`src/rtl/pmci_csr_arbiter.sv`:
```
// pmci_csr_arbiter
// Two Avalon-MM masters (m0, m1) share one PMCI CSR slave port. Only one
// transaction is outstanding at a time. When both masters request together,
// the master that was not granted last wins. Reads return their data to the
// granted master through a one-cycle response register.
// Optional watchdog: define PMCI_CSR_ARB_TIMEOUT_EN to bound the time spent
// waiting in ISSUE and RSP. A read that times out completes with 32'hDEADBEEF,
// and the sticky err_timeout flag is set.
module pmci_csr_arbiter #(
  parameter int ADDR_W      = 21,
  parameter int DATA_W      = 32,
  parameter int TIMEOUT_CYC = 1024
) (
  input  logic                clk,
  input  logic                rst,
  input  logic [ADDR_W-1:0]   m0_address,
  input  logic                m0_read,
  input  logic                m0_write,
  input  logic [DATA_W-1:0]   m0_writedata,
  input  logic [DATA_W/8-1:0] m0_byteenable,
  output logic                m0_waitrequest,
  output logic [DATA_W-1:0]   m0_readdata,
  output logic                m0_readdatavalid,
  input  logic [ADDR_W-1:0]   m1_address,
  input  logic                m1_read,
  input  logic                m1_write,
  input  logic [DATA_W-1:0]   m1_writedata,
  input  logic [DATA_W/8-1:0] m1_byteenable,
  output logic                m1_waitrequest,
  output logic [DATA_W-1:0]   m1_readdata,
  output logic                m1_readdatavalid,
  output logic [ADDR_W-1:0]   s_address,
  output logic                s_read,
  output logic                s_write,
  output logic [DATA_W-1:0]   s_writedata,
  output logic [DATA_W/8-1:0] s_byteenable,
  input  logic                s_waitrequest,
  input  logic [DATA_W-1:0]   s_readdata,
  input  logic                s_readdatavalid,
  output logic                err_timeout,
  input  logic                err_clr
);

  localparam logic [DATA_W-1:0] BAD_DATA = DATA_W'(32'hDEADBEEF);

  typedef enum logic [1:0] {
    IDLE  = 2'd0,
    ISSUE = 2'd1,
    ACK   = 2'd2,
    RSP   = 2'd3
  } state_t;

  state_t state, state_nxt;

  logic              gnt;        // owner of the current transaction: 0 = m0, 1 = m1
  logic              last_gnt;   // owner of the most recent grant, for round-robin
  logic              is_wr;      // current transaction is a write
  logic              req0, req1;
  logic              sel;        // master chosen in IDLE
  logic              wr_sel;     // chosen master asks for a write (write wins over read)
  logic              load;
  logic              cap_vld_p0;
  logic              cap_bad_p0;
  logic [DATA_W-1:0] cap_data_p0;
  logic              tmo_hit;    // watchdog count has reached its limit
  logic              tmo_flag;   // current transaction was abandoned in ISSUE

  assign wr_sel      = sel ? m1_write : m0_write;
  assign cap_data_p0 = cap_bad_p0 ? BAD_DATA : s_readdata;

  // The granted master sees waitrequest low only during its ACK cycle.
  assign m0_waitrequest = !((state == ACK) && !gnt);
  assign m1_waitrequest = !((state == ACK) &&  gnt);

  // State register.
  always_ff @(posedge clk or posedge rst) begin
    if (rst) begin
      state <= IDLE;
    end else begin
      state <= state_nxt;
    end
  end

  // Arbitration, next-state and read-capture decisions.
  always_comb begin
    req0       = m0_read | m0_write;
    req1       = m1_read | m1_write;
    sel        = 1'b0;
    state_nxt  = state;
    load       = 1'b0;
    cap_vld_p0 = 1'b0;
    cap_bad_p0 = 1'b0;
    if (req0 && req1) begin
      sel = ~last_gnt;
    end else if (req1) begin
      sel = 1'b1;
    end
    case (state)
      IDLE: begin
        if (req0 || req1) begin
          load      = 1'b1;
          state_nxt = ISSUE;
        end
      end
      ISSUE: begin
        // A slave accept in the same cycle as the watchdog limit still counts.
        if (!s_waitrequest) begin
          state_nxt = ACK;
        end else if (tmo_hit) begin
          state_nxt = ACK;
        end
      end
      ACK: begin
        if (is_wr) begin
          state_nxt = IDLE;
        end else if (tmo_flag) begin
          cap_vld_p0 = 1'b1;
          cap_bad_p0 = 1'b1;
          state_nxt  = IDLE;
        end else if (s_readdatavalid) begin
          cap_vld_p0 = 1'b1;
          state_nxt  = IDLE;
        end else begin
          state_nxt = RSP;
        end
      end
      RSP: begin
        if (s_readdatavalid) begin
          cap_vld_p0 = 1'b1;
          state_nxt  = IDLE;
        end else if (tmo_hit) begin
          cap_vld_p0 = 1'b1;
          cap_bad_p0 = 1'b1;
          state_nxt  = IDLE;
        end
      end
      default: begin
        state_nxt = IDLE;
      end
    endcase
  end

  // Request stage: latch the winner's fields on grant, drop strobes on accept.
  always_ff @(posedge clk or posedge rst) begin
    if (rst) begin
      gnt          <= 1'b0;
      last_gnt     <= 1'b1;
      is_wr        <= 1'b0;
      s_read       <= 1'b0;
      s_write      <= 1'b0;
      s_address    <= '0;
      s_writedata  <= '0;
      s_byteenable <= '0;
    end else if (load) begin
      gnt          <= sel;
      last_gnt     <= sel;
      is_wr        <= wr_sel;
      s_write      <= wr_sel;
      s_read       <= ~wr_sel;
      s_address    <= sel ? m1_address    : m0_address;
      s_writedata  <= sel ? m1_writedata  : m0_writedata;
      s_byteenable <= sel ? m1_byteenable : m0_byteenable;
    end else if ((state == ISSUE) && (state_nxt == ACK)) begin
      s_read  <= 1'b0;
      s_write <= 1'b0;
    end
  end

  // Response stage: deliver captured read data to the owning master one cycle later.
  always_ff @(posedge clk or posedge rst) begin
    if (rst) begin
      m0_readdatavalid <= 1'b0;
      m1_readdatavalid <= 1'b0;
      m0_readdata      <= '0;
      m1_readdata      <= '0;
    end else begin
      m0_readdatavalid <= cap_vld_p0 & ~gnt;
      m1_readdatavalid <= cap_vld_p0 &  gnt;
      if (cap_vld_p0 && !gnt) begin
        m0_readdata <= cap_data_p0;
      end
      if (cap_vld_p0 && gnt) begin
        m1_readdata <= cap_data_p0;
      end
    end
  end

`ifdef PMCI_CSR_ARB_TIMEOUT_EN
  localparam int CNT_W = $clog2(TIMEOUT_CYC + 1);

  logic [CNT_W-1:0] tmo_cnt;
  logic             tmo_flag_q;
  logic             tmo_evt;     // watchdog actually forces completion this cycle
  logic             waiting;

  assign waiting  = (state == ISSUE) || (state == RSP);
  assign tmo_hit  = waiting && (tmo_cnt == CNT_W'(TIMEOUT_CYC - 1));
  assign tmo_evt  = tmo_hit && (((state == ISSUE) && s_waitrequest) ||
                                ((state == RSP) && !s_readdatavalid));
  assign tmo_flag = tmo_flag_q;

  // Cycles spent in the current ISSUE or RSP visit; restarts on every state change.
  always_ff @(posedge clk or posedge rst) begin
    if (rst) begin
      tmo_cnt <= '0;
    end else if (waiting && (state_nxt == state)) begin
      tmo_cnt <= tmo_cnt + CNT_W'(1);
    end else begin
      tmo_cnt <= '0;
    end
  end

  // Remember that the slave never accepted, so ACK completes a read with BAD_DATA.
  always_ff @(posedge clk or posedge rst) begin
    if (rst) begin
      tmo_flag_q <= 1'b0;
    end else if (load) begin
      tmo_flag_q <= 1'b0;
    end else if ((state == ISSUE) && tmo_evt) begin
      tmo_flag_q <= 1'b1;
    end
  end

  // Sticky error flag; a new timeout takes priority over a clear in the same cycle.
  always_ff @(posedge clk or posedge rst) begin
    if (rst) begin
      err_timeout <= 1'b0;
    end else if (tmo_evt) begin
      err_timeout <= 1'b1;
    end else if (err_clr) begin
      err_timeout <= 1'b0;
    end
  end
`else
  localparam int unused_timeout_cyc = TIMEOUT_CYC;

  logic unused_err_clr;

  assign unused_err_clr = err_clr;
  assign tmo_hit        = 1'b0;
  assign tmo_flag       = 1'b0;
  assign err_timeout    = 1'b0;
`endif

endmodule
```
`config.mk`:
```
export PLATFORM = sky130hd
export DESIGN_NAME = pmci_csr_arbiter
export DESIGN_NICKNAME = d
export VERILOG_FILES = /design/src/rtl/pmci_csr_arbiter.sv
export SDC_FILE = /design/constraint.sdc
export NUM_CORES = 1
export LEC_CHECK = 0
export CORE_ASPECT_RATIO = 1.25
export CORE_UTILIZATION = 37
export CTS_CLUSTER_DIAMETER = 80
export DETAILED_ROUTE_END_ITERATION = 7
export GPL_ROUTABILITY_DRIVEN = 0
export PLACE_DENSITY = 0.77
export RECOVER_POWER = 100
export SETUP_SLACK_MARGIN = 0.3
export SLEW_MARGIN = 20
export SYNTH_ARGS = -nofsm -noshare
export SYNTH_HDL_FRONTEND = slang
export SYNTH_SLANG_ARGS = --single-unit
export TNS_END_PERCENT = 10
```
`constraint.sdc`:
```
create_clock -name clk -period 5.2 [get_ports clk]
set_clock_uncertainty 0.15 [all_clocks]
set_input_delay 1.56 -clock clk [delete_from_list [all_inputs] [get_ports clk]]
set_output_delay 1.56 -clock clk [all_outputs]
set_load 0.03 [all_outputs]
```
==> results by group, run 1 <==
Logic synthesis
  • Synthesized Nets: 667
  • Cells after Synth: 512
  • Synth Cell Area: 5803 um2
  • FF+latch count, synth: 130
  • Synth Warn #: 0
  • Mean Syn Cell Area: 11.33 um2
  • Register area share after synthesis: 0.5608
  • Distinct cells, synth: 28

Layout
  • Filler instances: 1259
  • Commonest non-fill, non-tap cell in the layout: clkdlybuf4s50_1
  • Multi-input logic area: 2313 um2
  • Final Util: 0.6165
  • Nets: 922
  • FF/Latch Area: 3254 um2
  • Most frequent cells in the layout: clkdlybuf4s50_1 (150), dlygate4sd3_1 (130), dfrtp_1 (129), mux2_2 (67), o21ai_0 (59)
  • Design Area, Final: 9334 um2
  • P&R area growth vs syn: 60.85%
  • Share of layout cells above drive strength 1: 0.1436

Place
  • Placed cell area: 8746 um2
  • Final HPWL DP: 12320 um
  • Pre-CTS setup slack: 1129 ps
  • IO Port Bufs: 280

CTS
  • Clk buf depth: 2
  • Cts hold-fix bufs: 0
  • # clock sinks: 130
  • Num CTS Buffers: 17
  • Clk slew on worst S/H paths: 60 ps
  • H-tree depth: 4
  • Root Driver: clkbuf_16
  • CTS tree: yes
  • Clk_lat worst skew: 400 ps
  • Setup Fix Bufs, Post-CTS: 0
  • CTS-repair resized insts: 0

Timing
  • Max Slew Vio Count: 164
  • Setup TNS: 0 ps
  • RSZ-0062 raised after global routing: false
  • Final worst slack: 829.0 ps
  • Post-route clock period utilization: 0.8406
  • Final setup fails: 0
  • Worst-margin pin slew: 2244 ps
  • Slew headroom: -0.4961
  • Fin. Hold Viols: 0
  • FMAX: 0.2288 GHz
  • Min Clock Period, post-route: 4371 ps

Die
  • Die H: 142.0 um
  • Die area: 16190 um2
  • Core ar.: 15140 um2
  • IO Pins: 283
  • Chip width: 114.0 um
  • Initial Util: 0.3833
  • Cell Rows: 50

Drt
  • Antenna viol nets, final: 0
  • # DRC: 0
  • Vias: 5211
  • Drt via density: 5.269
  • Pre-Repair DR Iteration Count: 6
  • Total wire length: 17590 um
  • First DRT Iteration DRCs: 359
  • WL/cell: 17.78 um

Global routing
  • Overall routing resource usage: 0.2175
  • First-pass GRT wire length: 27360 um
  • Vias in the first global route: 5255
  • Initial antenna violation count: 1
  • Pin count of the biggest net entering global routing: 103
  • Total gr overflow: 0

Min path
  • Hold Crit Endpoint: state[1]
  • Hold Path Cell Cnt: 1
  • Hold_sp: is_wr
  • Worst hold path class: flop to flop

Power
  • Maximum vdd drop: 0.2875 mV
  • Comb power frac: 0.509
  • Sequential fraction of design power: 0.291
  • Total power: 6.230 mW
  • Pwr/cell area: 667.4 nW/um2
  • Leakage: 3.719 nW
  • Clock group share of total power: 0.200
  • P_sw: 2.674 mW
  • Internal: 3.556 mW
  • Switching Share: 0.4292

Critical path
  • Reg2reg setup slack: 1550 ps
  • R2r startpoint: state[0]
  • Data arrival, critical path: 4500 ps
  • CP Capture Type: flop
  • Crit Path Max Fanout: 60
  • Worst r2r path cells: 4
  • Critical path type: primary input to flop
  • Worst endpoint required time: 5330 ps
  • CP Launch Type: primary input
  • End of the worst register-to-register path: gnt
  • Crit. Startpoint: m0_write

Status
  • Failing checks: max-capacitance violations, max-slew violations
  • Outcome: finished with violations

Flow run
  • Max Cap Violations: 3
-- sequential cells by signal, summed over array words and instances, names as in the netlist --
| signal | count |
|---|---|
| gnt | 1 |
| m0_readdatavalid | 1 |
| m1_readdatavalid | 1 |
| s_writedata | 32 |
| s_byteenable | 4 |
| s_address | 21 |
| m1_readdata | 32 |
| s_read | 1 |
| m0_readdata | 32 |
| state | 2 |
| last_gnt | 1 |
| is_wr | 1 |
| s_write | 1 |
-- cell type report --
cell class	count	share of cell area
Sequential cell	130	0.3487
Timing Repair Buffer	289	0.3062
Multi-Input combinational cell	323	0.2479
Clock buffer	18	0.04598
Tap cell	208	0.02788
Clock inverter	14	0.02038
Inverter	6	0.002815
Antenna cell	1	0.0002681
-- synth_stat cells --
master | n | area share
a21boi_0 | 1 | 0.0013
nand3b_1 | 57 | 0.074
buf_4 | 1 | 0.0013
nor2_1 | 5 | 0.0032
o21ai_0 | 60 | 0.052
o2111ai_1 | 2 | 0.0030
inv_1 | 6 | 0.0039
o21a_1 | 1 | 0.0013
dfrtp_1 | 129 | 0.56
and2_0 | 1 | 0.0011
buf_6 | 4 | 0.0078
o31ai_1 | 1 | 0.0013
o2bb2ai_1 | 1 | 0.0015
nor2b_1 | 2 | 0.0022
o311ai_0 | 1 | 0.0015
or3_1 | 2 | 0.0022
clkbuf_1 | 42 | 0.027
and2_1 | 1 | 0.0011
mux2i_1 | 2 | 0.0034
mux2_2 | 67 | 0.13
a21oi_1 | 57 | 0.049
or3b_2 | 1 | 0.0015
conb_1 | 1 | 0.00065
dfstp_2 | 1 | 0.0045
a31oi_1 | 57 | 0.061
nand2_1 | 2 | 0.0013
or4_1 | 1 | 0.0013
buf_2 | 6 | 0.0052
-- worst max-delay path by stage --
stage | cells past startpoint | slack, ps | to
floorplan | 1 | 1880 | gnt
global placement | 4 | 1180 | gnt
detailed placement | 4 | 1130 | gnt
CTS | 3 | 1360 | m0_waitrequest
global route | 4 | 680 | gnt
finish | 4 | 830 | gnt
-- power by group through the flow --
stage	logic, mW	registers, mW	clock network, mW
5_1_grt	3.36	1.87	1.32
4_1_cts	3.37	1.84	1.28
3_3_place_gp	3.28	1.82	0
6_report	3.17	1.81	1.25
2_1_floorplan	1.03	2.75	0
3_5_place_dp	3.37	1.85	0
-- logic make-up after synthesis --
kind of cell	synth area share
and+or+nand+nor	0.08754
buffers and inverters	0.04528
other	0.0006462
DFF	0.5608
muxes	0.1335
AOI/OAI and AO/OA	0.1723
-- metrics by stage --
| stage | std cells | hold WS [ps] |
|---|---|---|
| floorplan | 512 | 288.5 |
| global placement | 954 | 304.7 |
| detailed placement | 954 | 318.4 |
| CTS | 986 | 330.8 |
| global route | 988 | 330.0 |
| finish | 989 | 329.3 |
-- worst max-delay path, stage by stage --
cell	delay [ps]
dlygate4sd3_1	660
or4_2	170
and2_1	1650
mux2_2	450
-- metal layers --
metal	up-vias	wire length, um	GRT usage
met1	2507	6618	0.2460
met4	2	552	0.09023
met2	262	9035	0.3796
li1	2402	-	-
met3	38	1376	0.06559
met5	-	5	0
(Power assumes the default switching activity.)
==> run 2: changes to the inputs <==
==> constraint.sdc (replaced) <==
create_clock -name clk -period 3.73 [get_ports clk]
set_clock_uncertainty 0.15 [all_clocks]
set_input_delay 1.119 -clock clk [delete_from_list [all_inputs] [get_ports clk]]
set_output_delay 1.119 -clock clk [all_outputs]
set_load 0.03 [all_outputs]
==> run 2 against run 1 <==
Against the previous run:
- the flow now finishes without violations
- die area is the same
- final cell count grew 0.10%
- non-clock buffer count grew 2
- utilization grew 0.41 points
- register-to-register slack gained 20 ps
- design area grew 0.67%
- critical path type unchanged
- largest cell class unchanged
- largest power group unchanged
==> results by group, run 2 (synthesis results as in run 1) <==
Timing
  • Max Slew Vio Count: 0
  • Slew headroom: 0.2741
  • FMAX: 0.2988 GHz
  • Fin. Hold Viols: 0
  • Final setup fails: 0
  • Post-route clock period utilization: 0.8973
  • Setup TNS: 0 ps
  • Worst-margin pin slew: 1083 ps
  • Min Clock Period, post-route: 3347 ps
  • RSZ-0062 raised after global routing: false

CTS
  • Cts hold-fix bufs: 0
  • H-tree depth: 4
  • Setup Fix Bufs, Post-CTS: 0
  • Clk_lat worst skew: 400 ps
  • Clk buf depth: 2
  • Root Driver: clkbuf_16
  • # clock sinks: 130
  • CTS-repair resized insts: 0
  • CTS tree: yes
  • Clk slew on worst S/H paths: 60 ps
  • Num CTS Buffers: 17

Die
  • Die area: 16190 um2
  • Initial Util: 0.3833
  • Cell Rows: 50
  • Core ar.: 15140 um2
  • IO Pins: 283
  • Chip width: 114.0 um
  • Die H: 142.0 um

Critical path
  • Critical path type: primary input to flop
  • CP Launch Type: primary input
  • Crit path cell chain: dlygate4sd3_1, or4_2, and2_1, buf_12, a31oi_1
  • Worst path max stage delay: 750 ps
  • Buf+Inv Stages, Crit Path: 2
  • Worst endpoint required time: 3900 ps
  • Worst r2r path cells: 3
  • Crit Path Max Fanout: 40
  • Crit path depth: 5
  • Data arrival, critical path: 3520 ps
  • Worst path top cell family by delay: simple AND/OR/NAND/NOR gates
  • CP Capture Type: flop
  • CP max stage cell: or4_2

Min path
  • Hold Path Cell Cnt: 1
  • Worst hold path class: flop to flop

Drt
  • Total wire length: 17330 um
  • WL/cell: 17.51 um
  • Drt via density: 5.275
  • Antenna viol nets, final: 0
  • Vias: 5222
  • First DRT Iteration DRCs: 334
  • Pre-Repair DR Iteration Count: 5
  • # DRC: 0

Power
  • Total power: 8.646 mW
  • Leakage: 3.733 nW
  • Pwr/cell area: 920.2 nW/um2
  • Maximum vdd drop: 0.3786 mV

Layout
  • Commonest non-fill, non-tap cell in the layout: clkdlybuf4s50_1
  • N_diodes: 0
  • Most frequent cells in the layout: clkdlybuf4s50_1 (150), dlygate4sd3_1 (130), dfrtp_1 (128), mux2_2 (67), o21ai_0 (59)
  • Share of layout cells above drive strength 1: 0.1509
  • Largest registers: m0_readdata x32, m1_readdata x32, s_writedata x32
  • Nets: 924
  • Filler instances: 1274
  • Final std cells w/o fill: 990
  • P&R area growth vs syn: 61.92%

Global routing
  • Pin count of the biggest net entering global routing: 116
  • Total gr overflow: 0
  • Overall routing resource usage: 0.2164
  • First-pass GRT wire length: 27340 um
  • Vias in the first global route: 5371
  • Initial antenna violation count: 1

Place
  • IO Port Bufs: 280
  • Final HPWL DP: 12200 um
  • Post-placement cell count: 958

Status
  • Outcome: completed

Flow run
  • Max Cap Violations: 0
[run 2: worst paths after layout]
| path | to | slack [ps] | from |
|---|---|---|---|
| worst max-delay path | s_byteenable[0] | 380 | m0_read |
| worst min-delay path | state[1] | 320 | is_wr |
| worst max register to register | m1_readdata[22] | 1570 | state[0] |
| worst min register to register | state[1] | 320 | is_wr |
| max in group asynchronous | state[1] | 720 | rst |
| min in group asynchronous | m0_readdata[0] | 1220 | rst |
[run 2: routing by layer]
metal,vias to the layer above,wire length (um),track usage,part of all wire
met3,34,1249,0.06857,0.072
met1,2540,6838,0.2490,0.39
met4,4,476,0.09091,0.027
li1,2409,-,-,-
met2,235,8746,0.3697,0.50
met5,-,19,0,0.0011
[run 2: area by class of cell]
class,count,area (um2),share of cell area
well taps,208,260.3,0.02770
inverters,6,23.77,0.002530
multi-input cells,323,2349,0.2499
repair buffers,291,2914,0.3101
clock buffers,18,429.2,0.04567
clock inverters,14,165.2,0.01758
flip-flops and latches,130,3256,0.3465
[run 2: worst register-to-register path, cell delays in order, from the launching register on]
cell and delay, ps:
dfrtp_1 500, o2111ai_4 230, clkbuf_2 720, mux2_2 440
[run 2: power by group]
group	leakage (nW)	switching [mW]	total (mW)	internal (mW)
clock network	0.284	0.672	1.68	1.01
logic	1.93	2.68	4.44	1.76
registers	1.52	0.390	2.53	2.14
total	3.73	3.74	8.65	4.91
[run 2: metrics by stage]
step | setup WS [ps] | util | instance area [um2] | hold WS [ps]
after floorplan | 852.6 | - | 5807 | 288.5
after global placement | 334.1 | 0.5830 | 8826 | 303.3
after detailed placement | 268.9 | 0.5830 | 8826 | 322.4
after CTS | 322.6 | 0.6222 | 9420 | 329.4
after global routing | 311.0 | 0.6207 | 9397 | 359.3
final | 382.9 | 0.6207 | 9397 | 320.8
==> run 3: changes to the inputs <==
--- a/config.mk
+++ b/config.mk
@@ -8,12 +8,12 @@
 export CORE_ASPECT_RATIO = 1.25
 export CORE_UTILIZATION = 37
 export CTS_CLUSTER_DIAMETER = 80
+export CTS_CLUSTER_SIZE = 24
 export DETAILED_ROUTE_END_ITERATION = 7
 export GPL_ROUTABILITY_DRIVEN = 0
 export PLACE_DENSITY = 0.77
 export RECOVER_POWER = 100
 export SETUP_SLACK_MARGIN = 0.3
-export SLEW_MARGIN = 20
 export SYNTH_ARGS = -nofsm -noshare
 export SYNTH_HDL_FRONTEND = slang
 export SYNTH_SLANG_ARGS = --single-unit
==> results of run 3 <==
Same layout as run 2: the final DEF is identical, and so are final timing and power.
